<file path="src/rtl/pll_reset_ctrl.sv">
// PLL RST/LOCKED sequencer: pulses PLL RST, qualifies lock, holds system reset until lock is stable.
// Defining PLL_RST_LOSS_CNT_EN adds o_loss_cnt, a saturating count of lock losses seen in RUN.
module pll_reset_ctrl #(
  parameter int RST_PULSE_CYCLES = 16,
  parameter int LOCK_TIMEOUT     = 65536,
  parameter int STABLE_CYCLES    = 1024,
  parameter int CNT_W            = 17
) (
  input  logic       i_clk,
  input  logic       i_reset,
  input  logic       i_pll_locked,
  input  logic       i_sw_reset,
  output logic       o_pll_reset,
  output logic       o_sys_reset,
  output logic       o_locked,
  output logic [1:0] o_state,
`ifdef PLL_RST_LOSS_CNT_EN
  output logic [7:0] o_retry_cnt,
  output logic [7:0] o_loss_cnt
`else
  output logic [7:0] o_retry_cnt
`endif
);

  typedef enum logic [1:0] {
    RESET_PLL = 2'd0,
    WAIT_LOCK = 2'd1,
    STABLE    = 2'd2,
    RUN       = 2'd3
  } state_t;

  localparam logic [CNT_W-1:0] RST_LAST    = CNT_W'(RST_PULSE_CYCLES - 1);
  localparam logic [CNT_W-1:0] TIMEOUT_LAST = CNT_W'(LOCK_TIMEOUT - 1);
  localparam logic [CNT_W-1:0] STABLE_LAST = CNT_W'(STABLE_CYCLES - 1);

  state_t           state;
  logic [CNT_W-1:0] cnt;
  logic             locked_meta;
  logic             locked_s;

  // LOCKED comes from the PLL's own domain; only locked_s may feed the FSM.
  always_ff @(posedge i_clk) begin
    if (i_reset) begin
      locked_meta <= 1'b0;
      locked_s    <= 1'b0;
    end else begin
      locked_meta <= i_pll_locked;
      locked_s    <= locked_meta;
    end
  end

  assign o_state = state;

  // Outputs are loaded alongside each state change so they track the new state with no extra cycle.
  always_ff @(posedge i_clk) begin
    if (i_reset) begin
      state       <= RESET_PLL;
      cnt         <= '0;
      o_retry_cnt <= 8'd0;
      o_pll_reset <= 1'b1;
      o_sys_reset <= 1'b1;
      o_locked    <= 1'b0;
`ifdef PLL_RST_LOSS_CNT_EN
      o_loss_cnt  <= 8'd0;
`endif
    end else if (i_sw_reset) begin
      state       <= RESET_PLL;
      cnt         <= '0;
      o_pll_reset <= 1'b1;
      o_sys_reset <= 1'b1;
      o_locked    <= 1'b0;
    end else begin
      case (state)
        RESET_PLL: begin
          if (cnt == RST_LAST) begin
            cnt         <= '0;
            state       <= WAIT_LOCK;
            o_pll_reset <= 1'b0;
          end else begin
            cnt <= cnt + CNT_W'(1);
          end
        end
        WAIT_LOCK: begin
          if (locked_s) begin
            cnt   <= '0;
            state <= STABLE;
          end else if (cnt == TIMEOUT_LAST) begin
            cnt         <= '0;
            state       <= RESET_PLL;
            o_pll_reset <= 1'b1;
            if (o_retry_cnt != 8'hFF) o_retry_cnt <= o_retry_cnt + 8'd1;
          end else begin
            cnt <= cnt + CNT_W'(1);
          end
        end
        STABLE: begin
          // A dropout here is treated as a glitch: re-qualify without pulsing RST.
          if (!locked_s) begin
            cnt   <= '0;
            state <= WAIT_LOCK;
          end else if (cnt == STABLE_LAST) begin
            cnt         <= '0;
            state       <= RUN;
            o_sys_reset <= 1'b0;
            o_locked    <= 1'b1;
          end else begin
            cnt <= cnt + CNT_W'(1);
          end
        end
        RUN: begin
          if (!locked_s) begin
            cnt         <= '0;
            state       <= RESET_PLL;
            o_pll_reset <= 1'b1;
            o_sys_reset <= 1'b1;
            o_locked    <= 1'b0;
            if (o_retry_cnt != 8'hFF) o_retry_cnt <= o_retry_cnt + 8'd1;
`ifdef PLL_RST_LOSS_CNT_EN
            if (o_loss_cnt != 8'hFF) o_loss_cnt <= o_loss_cnt + 8'd1;
`endif
          end
        end
        default: begin
          cnt   <= '0;
          state <= RESET_PLL;
        end
      endcase
    end
  end

endmodule
</file>
<file path="config.mk">
export PLATFORM = sky130hd
export DESIGN_NAME = pll_reset_ctrl
export DESIGN_NICKNAME = d
export VERILOG_FILES = /design/src/rtl/pll_reset_ctrl.sv
export SDC_FILE = /design/constraint.sdc
export NUM_CORES = 1
export LEC_CHECK = 0
export ABC_CLOCK_PERIOD_IN_PS = 3000
export CORE_UTILIZATION = 45
export CTS_CLUSTER_SIZE = 10
export DETAILED_ROUTE_END_ITERATION = 6
export PLACE_DENSITY_LB_ADDON = 0.15
export SLEW_MARGIN = 15
export SYNTH_ARGS = -nofsm -noshare
export SYNTH_HDL_FRONTEND = slang
export SYNTH_SLANG_ARGS = --single-unit
export TNS_END_PERCENT = 5
</file>
<file path="constraint.sdc">
create_clock -name i_clk -period 3 [get_ports i_clk]
set_clock_uncertainty 0.15 [all_clocks]
set_input_delay 0.6 -clock i_clk [delete_from_list [all_inputs] [get_ports i_clk]]
set_output_delay 0.6 -clock i_clk [all_outputs]
set_load 0.02 [all_outputs]
</file>
==> impl_metrics.ini, run 1 <==
[yosys]
synth_seq_area_share_pct = 40.5
synth_cells = 176
synthDistinctLibCells = 39
yosys.cell_count.top_type = sky130_fd_sc_hd__dfxtp_1
yosysTopAreaCell = sky130_fd_sc_hd__dfxtp_1
synth_warnings = 0
synth_area_sq_um = 1580
synth.avg_cell_area_sq_um = 8.98
synthDominantCellAreaShare_pct = 40.5
async_reset_ff_share_pct = 0
synth_enable_flop_cells = 0
ys_dominant_reg_cell = sky130_fd_sc_hd__dfxtp_1
synthTopCellsByCount = 32 x sky130_fd_sc_hd__dfxtp_1, 14 x sky130_fd_sc_hd__nor2_1, 13 x sky130_fd_sc_hd__nand2_1
ys_seq_elements = 32
synth_net_count = 184
ys_top_cells_by_area = sky130_fd_sc_hd__dfxtp_1 41%, sky130_fd_sc_hd__xor2_1 6.7%, sky130_fd_sc_hd__nor2_2 4.0%, sky130_fd_sc_hd__nor2_1 3.3%, sky130_fd_sc_hd__xnor2_1 3.3%

[floorplan]
chipHeight_um = 61.3
design.die.area_sq_um = 3750
placementRows = 21
fp.dieW_um = 61.3
placeableCoreArea_sq_um = 3360
top_level_ports = 17
effective_utilization_at_floorplan_pct = 47.0

[cells_and_area]
finish.net_count = 206
area_delta_synth_final_pct = 17.0
num-fill-cells = 350
final_cell_count_without_fillers = 245
final_design_area_no_fill_sq_um = 1850
register_area_sq_um = 641
multi_input_area_sq_um = 873
util_after_layout_pct = 55.0
layout_cells_sized_above_1_pct = 14.6
antenna_cells_inserted = 0

[sta]
worst_pin_slew_ps = 823
setup_total_negative_slack_ps = 0
grt_setup_unrepaired = no
slew-limit-headroom_pct = 44.6
finalHoldViolations = 0
setup_viol_count_final = 0
layout_worst_path_cycle_share_pct = 89.5
postLayoutSetupSlackWorst_ps = 315
fmax_ghz = 0.372
timing.final.max_slew_violations = 0
timing.final.crit_period_ps = 2690
finalHoldWorstSlack_ps = 307

[critical_path]
timing.setup.critical_path_class = reg2reg
path_common_cell = sky130_fd_sc_hd__and4_1
worst_path_cell_with_the_longest_stage_delay = sky130_fd_sc_hd__dfxtp_1
path_cells = and4_1, and4_1, and3_1, nand3_1, inv_1, ha_1, o21ba_1, o2111ai_1, buf_4, or3_1, a21oi_1
critical_path.endpoint_type = register
cp_num_buf_inv = 2
crit_fanout = 11
cp.required_ps = 3110
cp.arrival_ps = 2800
critical_path.max_stage_delay_ps = 450
timing.reg2reg.worst_path_depth = 11
worst_path_dominant_cell_family = simple AND/OR/NAND/NOR gates
crit_cells = 11
timing.critical_path.from_type = register

[clocking]
clock-root-buffer = sky130_fd_sc_hd__clkbuf_4
clkLatencyLatePin_ps = 320
numClockSinks = 32
htree_num_levels = 2
post-cts-setup-buffer-count = 0
cts-buffers-inserted = 5
number_of_hold_repair_buffers_added_at_the_cts_stage = 0
cts_buffer_depth = 2
worst_setup_hold_path_clk_slew_ps = 90
tritoncts = yes
cts-resized-gates = 0

[global_route]
top_usage_layer = met2
number_of_global_route_vias_before_repair = 1222
grt_start_max_net_pins = 15
use_met3_pct = 6.51
grt_util_all_layers_pct = 19.7
met2_usage_pct = 33.5
wire_length_of_the_first_global_routing_pass_mm = 5.31
grt_remaining_overflow = 0
groute.layer.met1.usage_pct = 22.9
antenna_found_initial = 0

[pwr]
power.density_nw_per_um2 = 382
power_mw = 0.707
p_leak_nw = 0.629
vdd_ir_drop_max_uv = 250

[drt]
initialDrtViolationCount = 37
post_drt_via_cell_ratio = 5.34
wl_mm = 3.18
antenna_left = 0
remaining_drc_errors = 0
vias = 1308
detailed_route_wire_length_per_cell_um = 13.0
drt-pass1-iter-count = 6

[place]
detailed_place.area_sq_um = 1790
routabilityCongestion = 0.745
preCtsSetupSlack_ps = 334
placedCellCount = 237
port-buffer-count = 16
final_hpwl_from_detailed_placement_mm = 2.32

[run]
max_cap_viol_count = 0

[hold_path]
hold_path_class = reg2reg
min_delay_path_depth = 1

[outcome]
outcome = completed
## path summary, 6_finish.rpt
path,from,to,slack (ps)
worst max-delay path,cnt[6],o_retry_cnt[3],310
worst max register to register,cnt[6],o_retry_cnt[3],310
worst min-delay path,locked_meta,locked_s,310
worst min register to register,locked_meta,locked_s,310
## worst register-to-register path, delay by kind of cell (launching register included)
family / cells / cell delay [ps]
buffers and inverters: 2 / 270
adders and majority gates: 1 / 170
DFF: 1 / 450
and+or+nand+nor: 5 / 1180
AOI/OAI and AO/OA: 3 / 400
## cell type report
| type | count | share of cell area (%) |
|---|---|---|
| multi-input combinational | 132 | 47.2 |
| timing repair buffer | 20 | 10.3 |
| tap | 46 | 3.11 |
| sequential | 32 | 34.6 |
| inverter | 7 | 1.56 |
| clock buffer | 8 | 3.18 |
## cells in the final DEF (no fill, tap or decap), types with 2 or more instances in the layout
master	count
sky130_fd_sc_hd__nor2_2	10
sky130_fd_sc_hd__and3_1	5
sky130_fd_sc_hd__nor3_1	8
sky130_fd_sc_hd__nor2b_1	3
sky130_fd_sc_hd__o21ai_1	6
sky130_fd_sc_hd__inv_1	6
sky130_fd_sc_hd__xor2_1	12
sky130_fd_sc_hd__xnor2_1	6
sky130_fd_sc_hd__a21oi_1	6
sky130_fd_sc_hd__nand3_1	10
sky130_fd_sc_hd__o21ai_0	5
sky130_fd_sc_hd__and4_1	2
sky130_fd_sc_hd__dfxtp_1	32
sky130_fd_sc_hd__ha_1	4
sky130_fd_sc_hd__nand4_1	7
sky130_fd_sc_hd__buf_4	4
sky130_fd_sc_hd__clkdlybuf4s50_1	16
sky130_fd_sc_hd__or3_1	3
sky130_fd_sc_hd__nor2_1	14
sky130_fd_sc_hd__clkbuf_1	2
sky130_fd_sc_hd__nand2_1	13
sky130_fd_sc_hd__clkbuf_4	5
sky130_fd_sc_hd__a31oi_2	2
## routing by layer
layer	vias up	wire length, um	part of all wire, %
met5	-	0	0
met4	0	40	1.3
met3	5	123	3.9
met2	27	1570	50
met1	611	1440	45
li1	665	-	-
## cell families after synthesis
kind of cell	count (synthesis)	synth area share, %
simple gates	82	29.3
flops	32	40.5
compound gates	27	12.2
xor+xnor	18	9.98
buf+inv	12	4.20
fa+ha+maj	4	3.17
mux	1	0.633
## where the power goes
group | switching [mW] | total (mW) | internal [mW] | leakage, nW
registers | 0.00292 | 0.430 | 0.427 | 0.258
logic | 0.0120 | 0.0220 | 0.00995 | 0.338
clock network | 0.139 | 0.255 | 0.116 | 0.0326
## registers in the layout, summed over array words and instances, names as in the netlist
signal       cells
o_sys_reset      1
locked_meta      1
locked_s         1
o_locked         1
cnt             17
o_state          2
o_pll_reset      1
o_retry_cnt      8
Power figures use the tool's default switching activity.
==> run 2, diff against run 1 <==
--- a/config.mk
+++ b/config.mk
@@ -10,6 +10,7 @@
 export CTS_CLUSTER_SIZE = 10
 export DETAILED_ROUTE_END_ITERATION = 6
 export PLACE_DENSITY_LB_ADDON = 0.15
+export SKIP_CTS_REPAIR_TIMING = 1
 export SLEW_MARGIN = 15
 export SYNTH_ARGS = -nofsm -noshare
 export SYNTH_HDL_FRONTEND = slang
==> results of run 2 <==
The final DEF is identical to that of run 1; final timing and power are the same.
==> run 3, diff against run 2 <==
--- a/config.mk
+++ b/config.mk
@@ -5,8 +5,11 @@
 export SDC_FILE = /design/constraint.sdc
 export NUM_CORES = 1
 export LEC_CHECK = 0
+export ABC_AREA = 1
 export ABC_CLOCK_PERIOD_IN_PS = 3000
-export CORE_UTILIZATION = 45
+export CELL_PAD_IN_SITES_DETAIL_PLACEMENT = 1
+export CELL_PAD_IN_SITES_GLOBAL_PLACEMENT = 2
+export CORE_UTILIZATION = 32
 export CTS_CLUSTER_SIZE = 10
 export DETAILED_ROUTE_END_ITERATION = 6
 export PLACE_DENSITY_LB_ADDON = 0.15
==> run 3 against run 2 <==
Compared with the run above: cell count rose by 38%; hold slack lost 49 ps; global-route usage decreased by 3.3 points; sequential cell count is the same; register-to-register slack improved by 220 ps; critical path depth increased by 1; combinational power grew 10%; non-clock buffer count down 3; final area up 13%; area after synthesis increased by 12%; sequential power is essentially flat; via count up 19%; critical endpoint unchanged; largest cell class unchanged.
==> impl_metrics.ini, run 3 <==
[sta]
layout_worst_path_cycle_share_pct = 82.1
worst_pin_slew_ps = 393
timing.final.crit_period_ps = 2460
finalHoldViolations = 0
fmax_ghz = 0.406
postLayoutSetupSlackWorst_ps = 537
setup_viol_count_final = 0
slew-limit-headroom_pct = 73.8
setup_total_negative_slack_ps = 0
timing.final.max_slew_violations = 0
grt_setup_unrepaired = no

[pwr]
pwr-share-clk_pct = 41.0
sw_frac_of_total_pct = 22.7
power_report.internal_total_mw = 0.594
p_leak_nw = 0.810
vdd_ir_drop_max_uv = 224
power.combinational.fraction_pct = 3.2
p_switching_mw = 0.175
seqPwrFrac_pct = 55.9
power.density_nw_per_um2 = 367

[cells_and_area]
register_bank_with_the_most_flops = cnt
area_delta_synth_final_pct = 17.9
register_area_sq_um = 641
layout.cells.most_common_list = 55 x sky130_fd_sc_hd__nand2_1, 32 x sky130_fd_sc_hd__dfxtp_1, 31 x sky130_fd_sc_hd__nor2_1, 26 x sky130_fd_sc_hd__inv_1, 17 x sky130_fd_sc_hd__nand3_1
largest_register_ffs = 17
antenna_cells_inserted = 0
mostFrequentLayoutCell = sky130_fd_sc_hd__nand2_1
num-fill-cells = 668
layout_cells_sized_above_1_pct = 16.0
finish.net_count = 276
multi_input_area_sq_um = 1000

[critical_path]
worst_path_cell_with_the_longest_stage_delay = sky130_fd_sc_hd__dfxtp_1
critical_path.endpoint_type = register
reg2reg_from = cnt[0]
critical_path.max_stage_delay_ps = 370
cp_num_buf_inv = 1
timing.critical_path.from_type = register
path_common_cell = sky130_fd_sc_hd__ha_1
critPathLaunch = cnt[0]
path_cells = ha_1, nand3_2, or2_2, nor3b_1, ha_1, a21oi_1, nor2_2, o21ai_4, inv_4, nand3_1, nand2_1, a21oi_2
cp.arrival_ps = 2500
crit_fanout = 9
timing.setup.critical_path_class = reg2reg
worst_path_dominant_cell_family = simple AND/OR/NAND/NOR gates
cp.required_ps = 3030

[floorplan]
chipHeight_um = 76.5
placementRows = 26
top_level_ports = 17
design.die.area_sq_um = 5850
fp.dieW_um = 76.5
effective_utilization_at_floorplan_pct = 33.9
placeableCoreArea_sq_um = 5240

[drt]
detailed_route_wire_length_per_cell_um = 12.2
post_drt_via_cell_ratio = 4.59
remaining_drc_errors = 0
initialDrtViolationCount = 51
antenna_left = 0
wl_mm = 4.14
drt-pass1-iter-count = 4
vias = 1553

[yosys]
yosysTopAreaCell = sky130_fd_sc_hd__dfxtp_1
async_reset_ff_share_pct = 0
synth_enable_flop_cells = 0
synth_seq_area_share_pct = 36.1
synth_area_sq_um = 1770
synth_cells = 246
synth_net_count = 254
synthDistinctLibCells = 29
ys_seq_elements = 32
synth_warnings = 0
synthTopCellsByCount = 55 x sky130_fd_sc_hd__nand2_1, 32 x sky130_fd_sc_hd__dfxtp_1, 31 x sky130_fd_sc_hd__nor2_1
ys_top_cells_by_area = sky130_fd_sc_hd__dfxtp_1 36%, sky130_fd_sc_hd__nand2_1 12%, sky130_fd_sc_hd__nor2_1 6.6%, sky130_fd_sc_hd__inv_1 5.5%, sky130_fd_sc_hd__nor2_2 4.9%
ys_dominant_reg_cell = sky130_fd_sc_hd__dfxtp_1
synthDominantCellAreaShare_pct = 36.1
synth.avg_cell_area_sq_um = 7.21
yosys.cell_count.top_type = sky130_fd_sc_hd__nand2_1

[clocking]
numClockSinks = 32
cts_buffer_depth = 2
clock-root-buffer = sky130_fd_sc_hd__clkbuf_8
worst_setup_hold_path_clk_slew_ps = 70
tritoncts = yes
htree_num_levels = 2
clkLatencyLatePin_ps = 280
cts-buffers-inserted = 5

[place]
preCtsSetupSlack_ps = 539
port-buffer-count = 16
routabilityCongestion = 0.756
final_hpwl_from_detailed_placement_mm = 3.20

[global_route]
wire_length_of_the_first_global_routing_pass_mm = 7.56
grt_util_all_layers_pct = 16.4
number_of_global_route_vias_before_repair = 1608
grt_start_max_net_pins = 12
grt_remaining_overflow = 0
antenna_found_initial = 0

[run]
max_cap_viol_count = 0

[hold_path]
hold_path_class = reg2reg
hold_path_startpoint = locked_meta

[outcome]
outcome = completed
## run 3: cell types whose count changed after synthesis, moves of 3 or more
cell                      before  now
sky130_fd_sc_hd__xor2_1       12    9
sky130_fd_sc_hd__and3_1        5    0
sky130_fd_sc_hd__nor2_1       14   31
sky130_fd_sc_hd__or3_1         3    0
sky130_fd_sc_hd__nor2_2       10   14
sky130_fd_sc_hd__inv_1         6   26
sky130_fd_sc_hd__nor2b_1       3    0
sky130_fd_sc_hd__nand2_2       0    6
sky130_fd_sc_hd__nand3_1      10   17
sky130_fd_sc_hd__a21oi_2       0    3
sky130_fd_sc_hd__nand2_1      13   55
sky130_fd_sc_hd__o21ai_1       6    1
## run 3: worst paths after layout
kind                                       end  slack [ps]  depth (start not counted)
worst min register to register        locked_s         260                          2
worst min-delay path                  locked_s         260                          2
worst max register to register  o_retry_cnt[3]         540                         12
worst max-delay path            o_retry_cnt[3]         540                         12
## run 3: metal layers
metal  vias to the layer above  share of wire [%]  GRT usage [%]  wire length [um]
met2                        22                 45           25.9              1870
met1                       704                 50           21.5              2080
met5                         -                  0              0                 0
met4                         0                1.7           6.92                70
met3                         6                2.9           3.59               119
li1                        821                  -              -                 -
## run 3: layout make-up
cell class | instances | area share, %
multi-input combinational | 182 | 48.0
sequential | 32 | 30.6
timing repair buffer | 17 | 8.01
inverter | 30 | 5.50
tap | 70 | 4.19
clock buffer | 6 | 3.47
clock inverter | 1 | 0.239
## run 3: cell families (layout without fill, tap and decap cells)
group,after synthesis,count (layout),synth area share [%]
adder cells (fa/ha/maj),4,4,2.82
buffers and inverters,32,54,7.33
AND/OR/NAND/NOR,145,145,40.4
flip-flops,32,32,36.1
XOR/XNOR,13,13,6.42
AO/OA/AOI/OAI,20,20,6.91
## run 3: stage by stage
stage	utilization (%)	std cells	hold WS (ps)	instance area, sq um	power (mW)
6_report	39.9	338	258	2090	0.769
5_1_grt	39.9	338	300	2090	0.805
4_1_cts	39.9	338	260	2090	0.791
3_5_place_dp	38.5	331	250	2010	0.464
3_3_place_gp	38.5	331	241	2010	0.464
2_1_floorplan	-	246	238	1770	0.454
## run 3: worst register-to-register path: cells and delay by family, from the launching register on
family          cells  cell delay [ps]
compound gates      3              250
flops               1              370
buf+inv             1              110
fa+ha+maj           2              440
simple gates        6             1030
## run 3: power groups by stage
stage          registers (mW)  clock network, mW  logic (mW)
6_report                0.429              0.315      0.0243
3_5_place_dp            0.439                  0      0.0251
3_3_place_gp            0.439                  0      0.0252
4_1_cts                 0.429              0.336      0.0251
2_1_floorplan           0.439                  0      0.0153
5_1_grt                 0.429              0.348      0.0278
